### config.mk
export PLATFORM = sky130hd
export DESIGN_NAME = sram_bus_ctrl
export DESIGN_NICKNAME = d
export VERILOG_FILES = /design/src/rtl/sram_ctrl_pkg.sv /design/src/rtl/sram_lane_align.sv /design/src/rtl/sram_bus_ctrl.sv
export SDC_FILE = /design/constraint.sdc
export NUM_CORES = 1
export LEC_CHECK = 0
export CAP_MARGIN = 20
export CORE_ASPECT_RATIO = 0.5
export CORE_UTILIZATION = 38
export DETAILED_ROUTE_END_ITERATION = 16
export GPL_ROUTABILITY_DRIVEN = 0
export PLACE_DENSITY = 0.77
export SYNTH_ARGS = -nofsm -noshare
export SYNTH_HDL_FRONTEND = slang
export SYNTH_SLANG_ARGS = --single-unit
### constraint.sdc
create_clock -name clk -period 7.3 [get_ports clk]
set_input_delay 1.46 -clock clk [delete_from_list [all_inputs] [get_ports clk]]
set_output_delay 1.46 -clock clk [all_outputs]
set_load 0.05 [all_outputs]
### src/rtl/sram_ctrl_pkg.sv
// Shared constants, state encoding and request-check helper for the SRAM bus controller.
package sram_ctrl_pkg;

  localparam logic [1:0] SIZE_BYTE = 2'd0;
  localparam logic [1:0] SIZE_HALF = 2'd1;
  localparam logic [1:0] SIZE_WORD = 2'd2;
  localparam logic [1:0] SIZE_RSVD = 2'd3;

  localparam int unsigned SRAM_WORDS  = 262144;
  localparam int unsigned SRAM_ADDR_W = 20;

  typedef enum logic [1:0] {
    IDLE,
    ISSUE,
    RESP
  } state_e;

  // Halves must sit on even bytes, words on 4-byte boundaries.
  function automatic logic is_misaligned(input logic [1:0] size, input logic [1:0] off);
    return ((size == SIZE_HALF) && off[0]) || ((size == SIZE_WORD) && (off != 2'b00));
  endfunction

endpackage

### src/rtl/sram_lane_align.sv
// Byte-lane steering: request size/offset to byte enables and replicated store data,
// and SRAM read word back to right-aligned, zero-extended load data.
module sram_lane_align
  import sram_ctrl_pkg::*;
(
  input  logic [1:0]  i_wsize,
  input  logic [1:0]  i_woff,
  input  logic [31:0] i_wdata,
  output logic [3:0]  o_be,
  output logic [31:0] o_wdata,
  input  logic [1:0]  i_rsize,
  input  logic [1:0]  i_roff,
  input  logic [31:0] i_rdata,
  output logic [31:0] o_rdata
);

  logic [31:0] w_rshift;

  always_comb begin
    o_be    = 4'h0;
    o_wdata = i_wdata;
    case (i_wsize)
      SIZE_BYTE: begin
        o_be    = 4'b0001 << i_woff;
        o_wdata = {4{i_wdata[7:0]}};
      end
      SIZE_HALF: begin
        o_be    = 4'b0011 << i_woff;
        o_wdata = {2{i_wdata[15:0]}};
      end
      SIZE_WORD: o_be = 4'hF;
      default:   o_be = 4'h0;
    endcase
  end

  assign w_rshift = i_rdata >> {i_roff, 3'b000};

  always_comb begin
    o_rdata = 32'h0;
    case (i_rsize)
      SIZE_BYTE: o_rdata = {24'h0, w_rshift[7:0]};
      SIZE_HALF: o_rdata = {16'h0, w_rshift[15:0]};
      SIZE_WORD: o_rdata = w_rshift;
      default:   o_rdata = 32'h0;
    endcase
  end

endmodule

### src/rtl/sram_bus_ctrl.sv
// Single-outstanding request/response front end for the 1 MB on-chip SRAM: range/alignment
// checking, lane-steered word access, single-beat response and saturating error counter.
module sram_bus_ctrl
  import sram_ctrl_pkg::*;
#(
  parameter logic [31:0] BASE_ADDR = 32'h2000_0000,
  parameter int unsigned ERR_CNT_W = 16
) (
  input  logic                   clk,
  input  logic                   rst,
  input  logic                   req_valid,
  output logic                   req_ready,
  input  logic [31:0]            req_addr,
  input  logic                   req_write,
  input  logic [1:0]             req_size,
  input  logic [31:0]            req_wdata,
  output logic                   rsp_valid,
  input  logic                   rsp_ready,
  output logic [31:0]            rsp_rdata,
  output logic                   rsp_err,
  output logic [SRAM_ADDR_W-1:0] sram_addr,
  output logic [31:0]            sram_wdata,
  output logic [3:0]             sram_be,
  output logic                   sram_we,
  output logic                   sram_re,
  input  logic [31:0]            sram_rdata,
  output logic [ERR_CNT_W-1:0]   err_count
);

  state_e                 r_state, w_state_next;
  logic [1:0]             r_off, r_size;
  logic                   r_write, r_err;
  logic [SRAM_ADDR_W-1:0] r_sram_addr;
  logic [31:0]            r_sram_wdata;
  logic [3:0]             r_sram_be;
  logic [ERR_CNT_W-1:0]   r_err_cnt;

  logic        w_accept, w_req_err;
  logic [3:0]  w_be;
  logic [31:0] w_wdata, w_rdata;

  assign w_accept  = req_valid && (r_state == IDLE);
  assign w_req_err = (req_addr[31:20] != BASE_ADDR[31:20]) || (req_size == SIZE_RSVD) ||
                     is_misaligned(req_size, req_addr[1:0]);

  sram_lane_align u_lane_align (
    .i_wsize (req_size),
    .i_woff  (req_addr[1:0]),
    .i_wdata (req_wdata),
    .o_be    (w_be),
    .o_wdata (w_wdata),
    .i_rsize (r_size),
    .i_roff  (r_off),
    .i_rdata (sram_rdata),
    .o_rdata (w_rdata)
  );

  always_comb begin
    w_state_next = r_state;
    case (r_state)
      IDLE:    if (req_valid) w_state_next = w_req_err ? RESP : ISSUE;
      ISSUE:   w_state_next = RESP;
      RESP:    if (rsp_ready) w_state_next = IDLE;
      default: w_state_next = IDLE;
    endcase
  end

  always_ff @(posedge clk or posedge rst) begin
    if (rst) begin
      r_state      <= IDLE;
      r_off        <= 2'b00;
      r_size       <= SIZE_BYTE;
      r_write      <= 1'b0;
      r_err        <= 1'b0;
      r_sram_addr  <= '0;
      r_sram_wdata <= 32'h0;
      r_sram_be    <= 4'h0;
      r_err_cnt    <= '0;
    end else begin
      r_state <= w_state_next;
      if (w_accept) begin
        r_off   <= req_addr[1:0];
        r_size  <= req_size;
        r_write <= req_write;
        r_err   <= w_req_err;
        if (w_req_err) begin
          if (r_err_cnt != '1) r_err_cnt <= r_err_cnt + 1'b1;
        end else begin
          r_sram_addr <= {2'b00, req_addr[19:2]};
          r_sram_be   <= req_write ? w_be : 4'h0;
          if (req_write) r_sram_wdata <= w_wdata;
        end
      end
    end
  end

  assign req_ready  = (r_state == IDLE);
  assign rsp_valid  = (r_state == RESP);
  assign rsp_err    = rsp_valid && r_err;
  // sram_rdata is held by the macro while re=0, so the load data stays stable through RESP.
  assign rsp_rdata  = (rsp_valid && !r_err && !r_write) ? w_rdata : 32'h0;
  assign sram_we    = (r_state == ISSUE) && r_write;
  assign sram_re    = (r_state == ISSUE) && !r_write;
  assign sram_addr  = r_sram_addr;
  assign sram_wdata = r_sram_wdata;
  assign sram_be    = r_sram_be;
  assign err_count  = r_err_cnt;

endmodule
==> impl_results.md <==
* Detailed Place HPWL at approximately 8800 µm
* Gr usage total at 21.6%
* Pwr dens at 193 mW/mm²
* Largest net degree at the start of global routing at just under 80
* Asr flop ratio synth at between 90% and 100%
* Crit Path Class: reg2out
* Ant diodes at 0
* Non-filler cells, final at approximately 750
* Core Footprint at 0.0105 mm²
* Placement row count at 26
* Final Power at between 1 and 1.5 mW
* Status: finished clean
* Via count at around 3800
* Final hold slack at slightly below 0.5 ns
* Die footprint at approximately 0.011 mm²
* Most used DFF post-synth: dfrtp_1
* Tcrit/Tclk final at approximately two thirds
* Synth Area in Adders at less than 1%
* Routed length per instance at 16.0 µm
* Initial antenna violation count at 0
* Pre-CTS WS at around 2.6 ns
* Max-Cap Viols at 0
* Crit. End Element: output port
* Slew @ Worst Pin at 1.05 ns
* Post-layout net count at between 700 and 800
* Iter 0 DRT Violations at 144
* Critical Path Fanout Max at 9
* Post-Synth XOR/XNOR Area at between 3 and 4%
* # hold bufs at CTS at 0
* WL final at 12100 µm
* Worst Reg-to-Reg Cells at 4
* Setup TNS at 0 ns
* Die Width at 151 µm
* RSZ-0062 raised after global routing: no
* FF+latch count, synth at between 70 and 80
* Number of global-route vias before repair at between 3000 and 4000
* Post-synthesis sequential area ratio at a little under half
* Post-Place Cells at approximately 740
* Most common cell after layout, fill and taps aside: clkdlybuf4s50_1
* Mux contribution to synthesized area at 19.1%
* Mean Syn Cell Area at approximately 10 µm²
* Drc violations at 0
* Mapped Area at between 0.004 and 0.005 mm²
* Area growth, synth to finish at 59.9%
* Fmax at approximately 210 MHz
* Num ports at ~210
* Buffers inserted by post-CTS timing repair at 0
* Worst EP required at 5.84 ns
* Fin. max-slew vios at 0
* Port Buf Inserts at between 200 and 250
* Arr. time, crit path at around 3.3 ns
* Yosys warns at 0
* Cell variety after synth at 41
* Relative slew slack at between 20% and 30%
* CP Capture Point: rsp_rdata[28]
* Slowest cell on crit path: clkdlybuf4s50_1
* Crit path launch: r_state[1]$_DFFE_PP0P_
* Worst path depth at 6
* Crit path buf inv count at 1
* Clock skew at around 0.0066 ns
* First-pass GRT wire length at 19400 µm
* Root Driver: clkbuf_16
* Sink Count at 78
* DR vias/cell at about 5
* Initial core utilization at 40.1%
* CP Launch Type: register
* Synth Area in Compound Gates at slightly above 10%
* Final Hold Viols at 0
* Post-synth EDFFs at 0
* Clock slew at reported path FFs at roughly 0.06 ns
* HP Class: reg2reg
* Min cycle time layout at ~4.7 ns
* Layout cells sized above 1 at 10.6%
* Clock tree buffer depth at 2
* CP peak stage delay at 0.83 ns
* Num CTS Buffers at 9
* Iteration count of the initial detailed-routing pass at 4
* Die height at 76.3 µm
* Leakage power at approximately 2.9 nW
* DRT antenna net count at 0
* Cts repair resizes at 0
* Worst IR drop on VDD at between 0.0001 and 0.00015 V
* Syn Inst Count at between 400 and 500
* Clock Latency Late Sink at 0.33 ns
* Synth Area in Simple Gates at 16.0%
* Grt ovf at 0
* Family with the most delay on the worst path: simple AND/OR/NAND/NOR gates
* Final setup violating endpoints at 0
* RR Startpoint: r_state[0]$_DFFE_PP0P_
* Reg2reg setup slack at about 5.0 ns
* CTS H-tree depth at 3
* CTS tree: built
* Largest family of logic cells by synthesized area: multiplexers
* RR Endpoint: sram_wdata[0]$_DFFE_PP0P_
* Setup ws final at 2.57 ns
* Leading cell types in the layout, fill and taps excluded: clkdlybuf4s50_1, dfrtp_1, nor2_1, mux2i_1, nand2_1
* Cell chain of the critical path: nor2b_1, nor3b_1, nand3_1, nor2_1, and2_1, clkdlybuf4s50_1
-- state kept, by name (all words and copies together) (netlist names) --
name,count
err_count,16
r_state,2
sram_be,4
sram_addr,18
sram_wdata,32
r_size,2
r_off,2
r_write,1
r_err,1
-- final cells by class --
class	instances	area, µm²
Tap cell	140	175
Clock inverter	5	81.3
Fill cell	877	3770
Inverter	8	31.3
Timing Repair Buffer	215	2160
Sequential cell	78	1950
Multi-Input combinational cell	296	2070
Clock buffer	11	243
-- worst min-delay path by stage --
stage,start,end,slack (ns),cells after the start
final,sram_wdata[12]$_DFFE_PP0P_,sram_wdata[12]$_DFFE_PP0P_,0.48,2
after global routing,sram_wdata[25]$_DFFE_PP0P_,sram_wdata[25]$_DFFE_PP0P_,0.51,2
after global placement,sram_wdata[13]$_DFFE_PP0P_,sram_wdata[13]$_DFFE_PP0P_,0.46,2
after detailed placement,sram_wdata[12]$_DFFE_PP0P_,sram_wdata[12]$_DFFE_PP0P_,0.47,2
after floorplan,r_err$_DFFE_PP0P_,r_err$_DFFE_PP0P_,0.48,2
after CTS,sram_wdata[12]$_DFFE_PP0P_,sram_wdata[12]$_DFFE_PP0P_,0.49,2
-- where the power goes --
part	switching [mW]	internal, mW	leakage, nW
clock network	0.176	0.309	0.156
logic	0.166	0.143	1.71
registers	0.0425	0.455	1.04
-- metal layers --
| metal | wire [µm] | global-route usage [%] |
|---|---|---|
| met5 | 0 | 0 |
| met3 | 564 | 4.73 |
| met1 | 5350 | 27.6 |
| met4 | 262 | 7.20 |
| met2 | 5900 | 36.3 |
-- stage by stage --
| step | utilization [%] | cell area, µm² |
|---|---|---|
| detailed placement | 60.7 | 6350 |
| CTS | 63.8 | 6680 |
| floorplan | - | 4200 |
| global placement | 60.7 | 6350 |
| global route | 64.0 | 6710 |
| finish | 64.0 | 6710 |
-- Yosys cell counts (3+ instances only) --
cell      number  area (µm²)
dfrtp_1       78        1950
nor4_1        11        68.8
xor2_1        15         131
o21ai_2        5        43.8
nand2_1       35         131
nor3b_1        4        30.0
a21oi_1       17        85.1
buf_1          3        11.3
buf_2          7        35.0
buf_6          5        56.3
mux2_4         8         120
o21ai_0        5        25.0
nand3_1        6        30.0
mux2_2        25         282
nor2_1        41         154
nor3_1         4        20.0
and2_1        10        62.6
clkbuf_1      10        37.5
nand4_1        4        25.0
a211oi_1      16         120
o21ai_1       20         100
inv_1          8        30.0
mux2i_1       40         400
nor2b_1       11        68.8
-- cell families after synthesis --
group	count (synthesis)
and+or+nand+nor	135
DFF	78
muxes	73
AOI/OAI and AO/OA	69
buffers and inverters	35
xor gates and xnor gates	16
adders and majority gates	1
other	1
-- worst reg2reg max path: stages, from the launching register on --
cell and delay [ns]:
dfrtp_1 0.42, nor2_2 0.18, and2_1 0.36, or4b_4 0.83, mux2_4 0.43
(Power assumes the default switching activity.)
